$ cat config.mk
export PLATFORM = sky130hd
export DESIGN_NAME = round_sat_pipe_flat
export DESIGN_NICKNAME = d
export VERILOG_FILES = /design/src/rtl/round_sat_pipe_if.sv /design/src/rtl/round_sat_pipe.sv /design/src/flat_wrapper.sv
export SDC_FILE = /design/constraint.sdc
export NUM_CORES = 1
export LEC_CHECK = 0
export ABC_AREA = 0
export ABC_CLOCK_PERIOD_IN_PS = 4400
export CORE_ASPECT_RATIO = 1.4
export CORE_UTILIZATION = 60
export CTS_CLUSTER_SIZE = 16
export DETAILED_ROUTE_END_ITERATION = 10
export DONT_BUFFER_PORTS = 1
export PLACE_DENSITY = 0.76
export SLEW_MARGIN = 20
export SYNTH_ARGS = -nofsm -noshare
export SYNTH_HDL_FRONTEND = slang
export SYNTH_SLANG_ARGS = --single-unit
$ cat constraint.sdc
create_clock -name clk -period 4.4 [get_ports clk]
set_input_delay 0.88 -clock clk [delete_from_list [all_inputs] [get_ports clk]]
set_output_delay 0.88 -clock clk [all_outputs]
set_load 0.005 [all_outputs]
$ cat src/rtl/round_sat_pipe_if.sv
// Streaming handshake bundle for round_sat_pipe: one input sample channel and one output channel.
interface round_sat_pipe_if #(
    parameter int IN_W  = 16,
    parameter int OUT_W = 16,
    parameter int SH_W  = 4
);
    logic             in_valid;
    logic             in_ready;
    logic [IN_W-1:0]  in_data;
    logic [SH_W-1:0]  in_shift;
    logic [1:0]       in_mode;
    logic             out_valid;
    logic             out_ready;
    logic [OUT_W-1:0] out_data;
    logic             out_sat;

    modport slave (
        input  in_valid, in_data, in_shift, in_mode, out_ready,
        output in_ready, out_valid, out_data, out_sat
    );

    modport master (
        output in_valid, in_data, in_shift, in_mode, out_ready,
        input  in_ready, out_valid, out_data, out_sat
    );
endinterface

$ cat src/rtl/round_sat_pipe.sv
// Two-stage signed round-and-saturate unit: S1 shifts and decides the increment,
// S2 adds, clips to OUT_W and accounts overflow events. Valid/ready with bubble collapse.
module round_sat_pipe #(
    parameter int IN_W      = 16,
    parameter int OUT_W     = 16,
    parameter int MAX_SHIFT = 8,
    parameter int SH_W      = 4,
    parameter int CNT_W     = 16
) (
    input  logic             clk,
    input  logic             reset_n,
    round_sat_pipe_if.slave  s,
    input  logic             clr_ovf,
    output logic             ovf_sticky,
    output logic [CNT_W-1:0] ovf_count
);
    localparam logic signed [IN_W:0] C_MAX = {{(IN_W-OUT_W+2){1'b0}}, {(OUT_W-1){1'b1}}};
    localparam logic signed [IN_W:0] C_MIN = {{(IN_W-OUT_W+2){1'b1}}, {(OUT_W-1){1'b0}}};

    logic [2:1]              r_vld_pipe;
    logic signed [IN_W-1:0]  r_q;
    logic                    r_inc;
    logic [OUT_W-1:0]        r_data;
    logic                    r_sat;
    logic                    r_sticky;
    logic [CNT_W-1:0]        r_cnt;

    logic                    w_en1, w_en2;
    logic [SH_W-1:0]         w_s;
    logic [IN_W-1:0]         w_one, w_mask, w_r, w_half;
    logic signed [IN_W-1:0]  w_q;
    logic                    w_inc;
    logic signed [IN_W:0]    w_sum;
    logic                    w_hi, w_lo, w_sat;
    logic [OUT_W-1:0]        w_res;

    assign w_en2      = !r_vld_pipe[2] || s.out_ready;
    assign w_en1      = !r_vld_pipe[1] || w_en2;
    assign s.in_ready = w_en1;

    assign w_s    = (s.in_shift > SH_W'(MAX_SHIFT)) ? SH_W'(MAX_SHIFT) : s.in_shift;
    assign w_one  = IN_W'(1);
    assign w_mask = (w_one << w_s) - w_one;
    assign w_r    = s.in_data & w_mask;
    assign w_half = (w_one << w_s) >> 1;
    assign w_q    = $signed(s.in_data) >>> w_s;

    // With s=0 there is no fraction, so every mode must pass the sample unchanged.
    always_comb begin
        w_inc = 1'b0;
        if (w_s != '0) begin
            case (s.in_mode)
                2'd1:    w_inc = (w_r >= w_half);
                2'd2:    w_inc = (w_r > w_half) || ((w_r == w_half) && w_q[0]);
                2'd3:    w_inc = s.in_data[IN_W-1] && (w_r != '0);
                default: w_inc = 1'b0;
            endcase
        end
    end

    always_ff @(posedge clk or negedge reset_n) begin
        if (!reset_n) begin
            r_vld_pipe[1] <= 1'b0;
            r_q           <= '0;
            r_inc         <= 1'b0;
        end else if (w_en1) begin
            r_vld_pipe[1] <= s.in_valid;
            if (s.in_valid) begin
                r_q   <= w_q;
                r_inc <= w_inc;
            end
        end
    end

    // One extra bit of headroom keeps q+1 from wrapping at the top of the input range.
    assign w_sum = $signed({r_q[IN_W-1], r_q}) + $signed({{IN_W{1'b0}}, r_inc});
    assign w_hi  = (w_sum > C_MAX);
    assign w_lo  = (w_sum < C_MIN);
    assign w_sat = w_hi || w_lo;
    assign w_res = w_hi ? {1'b0, {(OUT_W-1){1'b1}}} :
                   w_lo ? {1'b1, {(OUT_W-1){1'b0}}} : w_sum[OUT_W-1:0];

    always_ff @(posedge clk or negedge reset_n) begin
        if (!reset_n) begin
            r_vld_pipe[2] <= 1'b0;
            r_data        <= '0;
            r_sat         <= 1'b0;
        end else if (w_en2) begin
            r_vld_pipe[2] <= r_vld_pipe[1];
            if (r_vld_pipe[1]) begin
                r_data <= w_res;
                r_sat  <= w_sat;
            end
        end
    end

    // Events are taken on S2 load so a stalled sample is never counted twice.
    always_ff @(posedge clk or negedge reset_n) begin
        if (!reset_n) begin
            r_sticky <= 1'b0;
            r_cnt    <= '0;
        end else if (clr_ovf) begin
            r_sticky <= 1'b0;
            r_cnt    <= '0;
        end else if (w_en2 && r_vld_pipe[1] && w_sat) begin
            r_sticky <= 1'b1;
            if (~&r_cnt) r_cnt <= r_cnt + 1'b1;
        end
    end

    assign s.out_valid = r_vld_pipe[2];
    assign s.out_data  = r_data;
    assign s.out_sat   = r_sat;
    assign ovf_sticky  = r_sticky;
    assign ovf_count   = r_cnt;
endmodule

$ cat src/flat_wrapper.sv
// flat-port wrapper written by rule: the top's interface ports become plain ports
module round_sat_pipe_flat 
#(
    parameter int IN_W      = 16,
    parameter int OUT_W     = 16,
    parameter int MAX_SHIFT = 8,
    parameter int SH_W      = 4,
    parameter int CNT_W     = 16
)
  (clk, reset_n, clr_ovf, ovf_sticky, ovf_count, s_in_valid, s_in_data, s_in_shift, s_in_mode, s_out_ready, s_in_ready, s_out_valid, s_out_data, s_out_sat);
  round_sat_pipe_if #(.IN_W(IN_W), .OUT_W(OUT_W), .SH_W(SH_W)) s_i ();
  input  logic clk;
  input  logic reset_n;
  input  logic clr_ovf;
  output logic ovf_sticky;
  output logic [CNT_W-1:0] ovf_count;
  input wire logic [$bits(s_i.in_valid)-1:0] s_in_valid;
  input wire logic [$bits(s_i.in_data)-1:0] s_in_data;
  input wire logic [$bits(s_i.in_shift)-1:0] s_in_shift;
  input wire logic [$bits(s_i.in_mode)-1:0] s_in_mode;
  input wire logic [$bits(s_i.out_ready)-1:0] s_out_ready;
  output wire logic [$bits(s_i.in_ready)-1:0] s_in_ready;
  output wire logic [$bits(s_i.out_valid)-1:0] s_out_valid;
  output wire logic [$bits(s_i.out_data)-1:0] s_out_data;
  output wire logic [$bits(s_i.out_sat)-1:0] s_out_sat;
  assign s_i.in_valid = s_in_valid;
  assign s_i.in_data = s_in_data;
  assign s_i.in_shift = s_in_shift;
  assign s_i.in_mode = s_in_mode;
  assign s_i.out_ready = s_out_ready;
  assign s_in_ready = s_i.in_ready;
  assign s_out_valid = s_i.out_valid;
  assign s_out_data = s_i.out_data;
  assign s_out_sat = s_i.out_sat;
  round_sat_pipe #(.IN_W(IN_W), .OUT_W(OUT_W), .MAX_SHIFT(MAX_SHIFT), .SH_W(SH_W), .CNT_W(CNT_W)) u_core (.clk(clk), .reset_n(reset_n), .s(s_i), .clr_ovf(clr_ovf), .ovf_sticky(ovf_sticky), .ovf_count(ovf_count));
endmodule
======== Yosys cells after proc, flatten, opt, wreduce, memory -nomap -nowiden ========
Index checks and enable logic that the tools add are counted.
storage, ports and cells
  register bits after elaboration ......... 53
  input port bits ......................... 27
operators by class
  add/subtract/negate cells ............... 3
  $lt $le $gt $ge ......................... 5
  equality and inequality tests ........... 5
  shift operators ......................... 2
  mux-type cells .......................... 10
  bitwise gates (word level) .............. 1
  reduce and logical (&&, ||, !) cells .... 17
operator list
  cell                                                             count
  two-way mux 16 bit                                               5
  adder 16 x 2 -> 17 bit                                           1
  greater-than comparator 17 x 16 -> 1 bit, second input constant  1
  < comparator 17 x 16 -> 1 bit, second input constant             1
  adder 16 x 1 -> 16 bit, second input constant                    1
  AND 16 bit                                                       1
  equality test 16 x 15 -> 1 bit                                   1
  >= comparator 16 x 15 -> 1 bit                                   1
  greater-than comparator 16 x 15 -> 1 bit                         1
  AND reduction 16 bit                                             1
  nonzero test 16 bit                                              1
  << shifter 1 x 4 -> 16 bit, first input constant                 1
  >>> shifter 16 x 4 -> 16 bit                                     1
  subtractor 16 x 1 -> 16 bit, second input constant               1
  AND reduction 2 bit                                              3
  equality test 2 bit, second input constant                       2
  greater-than comparator 4 bit, second input constant             1
  logical AND 1 bit                                                4
  logical OR 1 bit                                                 4
  two-way mux 4 bit                                                1
  nonzero test 4 bit                                               1
  two-way mux 1 bit                                                3
  case mux 1 bit (3 select lines)                                  1
  equality test 2 x 1 -> 1 bit, second input constant              1
  3 further kinds                                                  4

======== Depth between registers and ports, before layout ========
Gate-level depths: netlist (run 1).
  word-level depth ........................ 10
  mapped depth ............................ 16
  gate-level depth less buffers ........... 13

======== Worst setup path before layout (run 1) ========
No wires, ideal clock.
  path kind ............................... input port to flip-flop
  start ................................... in s_in_shift[1]
  end ..................................... reg u_core.r_inc
  data arrival time ....................... 3.841 ns
  required time ........................... 4.280 ns
  path slack .............................. 0.439 ns
  stages .................................. 15
  cell sequence ........................... buf_2 > nand2b_1 > buf_2 > buf_2 > nand2_1 > or2_2 > ha_1 > or4_1 > a21boi_0 > ha_1 > nand4_1 > nor2_1 > a221oi_1 > o221ai_1 > a31o_2
between the ends
  word-level cells in the longest chain between the ends .. 10
  elaborated cells on any way between the ends .. 16
RTL lines
  item                                                                                 line                  text
  start: declaration                                                                   flat_wrapper.sv:19    input wire logic [$bits(s_i.in_shift)-1:0] s_in_shift;
  greater-than comparator 4 bit                                                        round_sat_pipe.sv:41  assign w_s = (s.in_shift > SH_W'(MAX_SHIFT)) ? SH_W'(MAX_SHIFT) : s.in_shift;
  two-way mux 4 bit *                                                                  round_sat_pipe.sv:41
  parallel branches: the longest is 7 deep, another holds subtractor 16 x 1 -> 16 bit  --
  two-way mux 1 bit *                                                                  round_sat_pipe.sv:51  if (w_s != '0) begin
  end signal: assignment                                                               round_sat_pipe.sv:70  r_inc <= w_inc;
  end: declaration                                                                     round_sat_pipe.sv:22  logic r_inc;
Every way passes the cells marked *.
A chain may end at the register's enable or synchronous reset.

======== Final worst setup path (run 1) ========
  start ................................... in s_in_shift[0]
  end ..................................... reg u_core.r_inc
The elaborated chain is that of the path after synthesis.

==> metrics, run 1 <==
area of the mapped netlist=0.003884 sq mm; worst clock skew=roughly 0.011 ns; critical path endpoint category=flip-flop; Die Outline Area=between 0.006 and 0.007 sq mm; Max transition margin=0.4466; total wire length after detailed routing=8131 microns; CTS H-Tree Depth=2; Filler cells=around 540; via count of the first global-routing pass=~3k; crit-path max cell delay=around 0.63 ns; root buf cell=clkbuf_8; Arrival @ worst endpoint=3.73 ns; result of the run=finished clean; sum of internal, switching and leakage power=roughly 1200 uW; FF/Latch Area=approximately 0.0013 sq mm; Post-CTS Repair Setup Buffers=0; Site Rows=34; maximum number of pins on one net before global-route repair=54; post-layout min period=around 3.5 ns; detailed placer's ending HPWL=approximately 6000 microns; vias=3146; clock sink total=53; maximum frequency from static timing analysis=0.2828 GHz; post-synth cell types=between 50 and 60; IR drop worst, VDD=about 0.15 mV; remaining global-route overflow=0; area taken by multi-input logic gates=0.002461 sq mm; Synthesis Warnings=0; Final Max Slew Viols=0; crit start category=input port; number of antenna violations at the first check in global routing=0; Area growth syn-to-layout=3.995%; Clk Latency, worst-skew pair=just over 0.3 ns; final number of hold-violating endpoints=0; buffers added on ports=0; clock tree from TritonCTS=built; TNS Setup=0 ns; series of cell instances along the critical path=or4_1 > ha_1 > or4_1 > a21boi_0 > ha_1 > nand4_1 > nor2_1 > a221oi_1 > o221ai_1 > a31o_2; drt via density=approximately 6.2; clock-pin slew on the worst setup and hold paths=roughly 0.09 ns; RSZ-0062 raised after global routing=false; first-pass GRT wire length=between 10000 and 15000 microns; all-layer global routing usage=0.2461; Setup Viol. Count Final=0; cells after synthesis=approximately 440; fraction of layout instances using a drive strength above 1=0.08428; dpl cells=~500; die height=between 90 and 100 microns; DRC violation total after the first TritonRoute iteration=185; register area share after synthesis=0.3415; cell family with most CP delay=simple AND/OR/NAND/NOR gates; number of ports placed on the die boundary=between 60 and 70; Hold/Removal Path Class=in -> async; critical path data required time=4.59 ns; Leak Pwr=~0.0017 uW; Post-CTS Hold Buffers=0; final-layout worst hold slack=roughly 0.25 ns; Non-Filler Instances=between 500 and 600; most instantiated flip-flop cell in the synthesis netlist=dfrtp_1; P per Cell Area=about 290 mW/mm^2; Util after Layout=0.6503; path length in cells of the critical path=10; Max Fanout on Critical Path=16; number of detailed-routing iterations run before antenna repair=4; #FFs+latches synth=53; slowest cell on the critical path=or4_1; CORE AREA=between 0.006 and 0.007 sq mm; average detailed-routed wire length per instance=15.91 microns; start-to-end type of the worst setup path=in -> reg; number of CTS-inserted buffers=5; Avg Inst Size Synth=a little under 9 sq um; post-CTS sizing=0; initial core utilization=0.6253; Antenna Violating Nets Remaining=0; cell count of the worst reg-to-reg path=8; ys async rst share=1.000; Final period util=0.8037; DRC Markers=0; final weighted congestion in routability-driven placement=0.8956; Antenna diodes=0; transition time of the tightest slew-check pin=just over 0.8 ns; Max-cap violations=0; horizontal die dimension=70.00 microns; Worst Path Buf+Inv=0; nets@finish=roughly 480; EDFF count, synth=0; clock buffer depth=2
-- layout make-up --
cell class / instances / share of cell area
Clock inverter: 1 / 0.007435
Tap cell: 72 / 0.02230
Multi-Input combinational cell: 369 / 0.6094
Clock buffer: 7 / 0.02138
Sequential cell: 53 / 0.3284
Inverter: 6 / 0.005576
Timing Repair Buffer: 3 / 0.005576
-- routing by layer --
metal | track usage | part of all wire | wire length [microns]
met5 | 0 | 0 | 0
met4 | 0.1092 | 0.030 | 247
met3 | 0.05705 | 0.064 | 519
met2 | 0.4075 | 0.48 | 3939
met1 | 0.3031 | 0.42 | 3425
-- cell usage after synthesis, types with 2 or more instances --
| library cell | n | area share |
|---|---|---|
| clkbuf_1 | 17 | 0.016 |
| nand2_1 | 60 | 0.058 |
| xnor2_1 | 13 | 0.029 |
| mux2_1 | 3 | 0.0087 |
| nor3_1 | 7 | 0.0090 |
| inv_1 | 6 | 0.0058 |
| a31o_2 | 4 | 0.0090 |
| nor2b_1 | 10 | 0.016 |
| o22a_1 | 2 | 0.0045 |
| nand3b_1 | 3 | 0.0058 |
| o31ai_1 | 4 | 0.0077 |
| nand4_1 | 9 | 0.014 |
| nor2_1 | 35 | 0.034 |
| or3_1 | 2 | 0.0032 |
| a211oi_1 | 8 | 0.015 |
| mux4_2 | 6 | 0.035 |
| o21ai_0 | 34 | 0.044 |
| xor2_1 | 7 | 0.016 |
| nor4_1 | 4 | 0.0064 |
| nand2b_1 | 10 | 0.016 |
| and4_1 | 2 | 0.0045 |
| mux2i_1 | 20 | 0.052 |
| and3_1 | 5 | 0.0081 |
| ha_1 | 19 | 0.061 |
| o211ai_1 | 3 | 0.0058 |
| or2_2 | 2 | 0.0032 |
| conb_1 | 2 | 0.0019 |
| nand3_1 | 17 | 0.022 |
| nor3_4 | 2 | 0.0084 |
| a21oi_1 | 27 | 0.035 |
| nor3b_1 | 2 | 0.0039 |
| dfrtp_1 | 53 | 0.34 |
| mux2_2 | 8 | 0.023 |
| a221oi_1 | 2 | 0.0045 |
| buf_2 | 8 | 0.010 |
| or4_1 | 2 | 0.0039 |
| a31oi_1 | 2 | 0.0032 |
| o21a_1 | 3 | 0.0058 |
| and2_1 | 6 | 0.0097 |
-- stage by stage --
stage	setup WS [ns]	area, sq um
2_1_floorplan	0.4388	3921
3_3_place_gp	0.6535	3923
3_5_place_dp	0.5560	3923
4_1_cts	0.8933	4039
5_1_grt	0.6890	4039
6_report	0.8639	4039
-- worst paths after layout --
path | start | end | slack [ns]
hold / removal | reset_n | u_core.ovf_count[13]$_DFFE_PN0P_ | 0.25
max in group asynchronous | reset_n | u_core.r_q[14]$_DFFE_PN0P_ | 4.03
setup reg to reg | u_core.r_inc$_DFFE_PN0P_ | u_core.ovf_count[9]$_DFFE_PN0P_ | 1.90
hold reg to reg | u_core.s.out_data[5]$_DFFE_PN0P_ | u_core.s.out_data[5]$_DFFE_PN0P_ | 0.51
min in group clk | u_core.s.out_data[5]$_DFFE_PN0P_ | u_core.s.out_data[5]$_DFFE_PN0P_ | 0.51
setup / recovery | s_in_shift[0] | u_core.r_inc$_DFFE_PN0P_ | 0.86
-- worst register-to-register path, stage by stage, from the launching register on --
cell and delay [ns]:
dfrtp_1 0.41, ha_1 0.24, ha_1 0.26, a211oi_1 0.27
o211ai_1 0.11, buf_4 0.21, nor3_4 0.42, nand4_1 0.16
mux2_1 0.33
-- state kept, by name (all words and copies together), names as in the netlist --
register            flops
u_core.ovf_sticky       1
u_core.s.out_valid      1
u_core.ovf_count       16
u_core.s.out_sat        1
u_core.r_inc            1
u_core.r_q             16
u_core.r_vld_pipe       1
u_core.s.out_data      16
-- placed cells by master (no fill, tap or decap), drive strengths merged, types with 3 or more instances in the layout --
cell    synthesis  routed
clkbuf         17       7
xnor2          13      13
nor3            9       9
o31ai           4       4
o21ai          34      34
inv             6       6
xor2            7       7
a31o            4       4
a21oi          27      27
ha             19      19
mux4            6       6
o211ai          3       3
nand2          60      60
nor2           36      36
mux2i          20      20
nor4            5       5
a211oi          8       8
conb            2      12
buf             9       3
nand3b          3       3
nand4          10      10
and3            5       5
nand2b         10      10
nor2b          10      10
dfrtp          53      53
nand3          18      18
o21a            3       3
mux2           11      11
and2            6       6
-- where the power goes --
group | internal, uW | switching (uW)
sequential | 549 | 63.0
clock | 186 | 153
combinational | 107 | 112
total | 841 | 327
-- cells by family after synthesis --
family / share of synthesized area
AND/OR/NAND/NOR: 0.2506
flip-flops: 0.3415
buffers and inverters: 0.03447
adder cells (fa/ha/maj): 0.06121
multiplexers: 0.1182
other: 0.001934
AO/OA/AOI/OAI: 0.1469
XOR/XNOR: 0.04510
Note: power is estimated with default switching activity, not from simulation.
==> run 2: changes to the inputs <==
ABC_CLOCK_PERIOD_IN_PS = 3500   (was 4400)
clock period = 3.5 ns   (was 4.4 ns; I/O delays follow)
==> run 2 against run 1 <==
- cell area is 0.90% higher
- sequential power increased by 26%
- worst hold slack got worse by 0.18 ns
- clock skew fell by 0.0030 ns
- combinational power grew 30%
- sequential share of layout area shrank 0.29 points
- cell count rose by 0.39%
- clock power up 26%
- wire length is 5.9% higher
- global-route usage up 0.97 points
- critical path type unchanged
==> metrics, run 2 (synthesis results as in run 1) <==
clock sink total=53 (unchanged); smallest setup slack after layout=0.3887 ns (-0.4753 ns); transition time of the tightest slew-check pin=0.8442 ns (+0.01616 ns); Max-cap violations=0 (unchanged); root buf cell=clkbuf_8; vias=3140 (-0.19%); Reg-to-Reg Start=u_core.r_inc$_DFFE_PN0P_; Worst Path Buf+Inv=0 (unchanged); clock tree from TritonCTS=built; total wire length after detailed routing=8614 microns (+5.9%); Die Outline Area=0.006803 sq mm (unchanged); number of CTS-inserted buffers=5 (unchanged); number of antenna violations at the first check in global routing=0 (unchanged); cell count of the worst reg-to-reg path=7 (-1); TNS Setup=0 ns (unchanged); Util after Layout=0.6561 (+0.005842); start-to-end type of the worst setup path=in -> reg; nets@finish=486 (+0.41%); remaining global-route overflow=0 (unchanged); commonest non-fill, non-tap cell in the layout=nand2_1; Post-CTS Repair Setup Buffers=0 (unchanged); all-layer global routing usage=0.2558 (+0.009746); number of detailed-routing iterations run before antenna repair=4 (unchanged); crit-path max cell delay=0.59 ns (-0.04 ns); Leak Pwr=0.001762 uW (+0.84%); maximum frequency from static timing analysis=approximately 0.32 GHz; Max transition margin=0.4358 (-0.01080); DRC Markers=0 (unchanged); IR drop worst, VDD=0.1721 mV (+15%); Site Rows=34 (unchanged); CORE AREA=0.006211 sq mm (unchanged); initial core utilization=0.6253 (unchanged); most frequent cells in the layout=60 x nand2_1, 53 x dfrtp_1, 35 x nor2_1, 34 x o21ai_0, 27 x a21oi_1; worst clock skew=0.007964 ns (-0.002970 ns); Antenna diodes=0 (unchanged); Clk Latency, worst-skew pair=0.31 ns (about the same); cell type with the highest occurrence count on the critical path=or4_1; Arrival @ worst endpoint=3.32 ns (-0.41 ns); Area growth syn-to-layout=4.929%; via count of the first global-routing pass=3124 (+2.0%); final number of hold-violating endpoints=0 (unchanged); average detailed-routed wire length per instance=16.79 microns (+5.5%); clock buffer depth=2 (unchanged); series of cell instances along the critical path=or4_1 > ha_4 > or4_1 > a21boi_2 > ha_1 > nand4_1 > nor2_1 > a221oi_1 > o221ai_1 > a31o_2; drt via density=6.121 (-0.58%); result of the run=finished clean; Hold/Removal Path Class=in -> async; post-layout min period=just over 3 ns; RSZ-0062 raised after global routing=false; buffers added on ports=0 (unchanged); Antenna Violating Nets Remaining=0 (unchanged); clock-pin slew on the worst setup and hold paths=0.10 ns (about the same); worst-case register-to-register setup slack=1.01 ns (-0.89 ns); maximum number of pins on one net before global-route repair=54 (unchanged); Post-CTS Hold Buffers=0 (unchanged); Setup Viol. Count Final=0 (unchanged); fraction of layout instances using a drive strength above 1=0.09524 (+0.01096); Max Fanout on Critical Path=16 (unchanged); post-CTS sizing=0 (unchanged); number of ports placed on the die boundary=63 (unchanged); worst slack at placement=0.08771 ns (-0.4682 ns); Final period util=0.8890; final-layout worst hold slack=0.07244 ns (-0.1796 ns); critical path data required time=3.70 ns (-0.89 ns); die height=97.20 microns (unchanged); worst flop-to-flop path endpoint=u_core.ovf_count[9]$_DFFE_PN0P_; critical path endpoint category=flip-flop; final weighted congestion in routability-driven placement=0.8205 (-8.4%); CTS H-Tree Depth=2 (unchanged); horizontal die dimension=70.00 microns (unchanged); slowest cell on the critical path=or4_1; Final Max Slew Viols=0 (unchanged); first-pass GRT wire length=14020 microns (+1.5%); DRC violation total after the first TritonRoute iteration=89 (-52%); P per Cell Area=362.9 mW/mm^2 (+25%); crit start category=input port; cell family with most CP delay=simple AND/OR/NAND/NOR gates; detailed placer's ending HPWL=6620 microns (+7.1%)
-- run 2: cell type report --
cell class,count,area (sq um)
Sequential cell,53,1326
Timing Repair Buffer,5,37.54
Inverter,6,22.52
Fill cell,517,2136
Clock inverter,3,50.05
Clock buffer,5,68.82
Multi-Input combinational cell,369,2480
Tap cell,72,90.09
-- run 2: power breakdown --
part / switching [uW] / total (uW) / internal [uW]
Sequential: 79.6 / 769 / 690
Clock: 207 / 426 / 219
Combinational: 146 / 284 / 138
-- run 2: through the flow --
step | total power (uW) | instances | instance area [sq um]
CTS | 1487 | 513 | 4075
detailed placement | 1063 | 505 | 3956
finish | 1479 | 513 | 4075
global placement | 1051 | 505 | 3956
floorplan | 1012 | 454 | 3958
global route | 1561 | 513 | 4075
-- run 2: worst reg2reg max path, delay by kind of cell (launching register included) --
family          cells  cell delay, ns
mux                 1            0.32
flops               1            0.41
simple gates        2            0.64
fa+ha+maj           2            0.50
compound gates      2            0.51
-- run 2: routing by layer --
| metal | vias to the layer above | global-route usage | share of wire | wire length [microns] |
|---|---|---|---|---|
| met4 | 0 | 0.1077 | 0.028 | 238 |
| li1 | 1574 | - | - | - |
| met1 | 1464 | 0.2463 | 0.37 | 3180 |
| met5 | - | 0 | 0 | 0 |
| met3 | 18 | 0.04564 | 0.042 | 361 |
| met2 | 84 | 0.5111 | 0.56 | 4834 |
-- run 2: how the worst max path moves through the flow --
stage               slack [ns]  cells after the start                       end          start
floorplan                 0.02                     12  u_core.r_inc$_DFFE_PN0P_  s_in_shift[1]
global placement          0.16                     10  u_core.r_inc$_DFFE_PN0P_  s_in_shift[0]
detailed placement        0.09                     10  u_core.r_inc$_DFFE_PN0P_  s_in_shift[0]
CTS                       0.39                     10  u_core.r_inc$_DFFE_PN0P_  s_in_shift[0]
global route              0.28                     10  u_core.r_inc$_DFFE_PN0P_  s_in_shift[0]
finish                    0.39                     10  u_core.r_inc$_DFFE_PN0P_  s_in_shift[0]
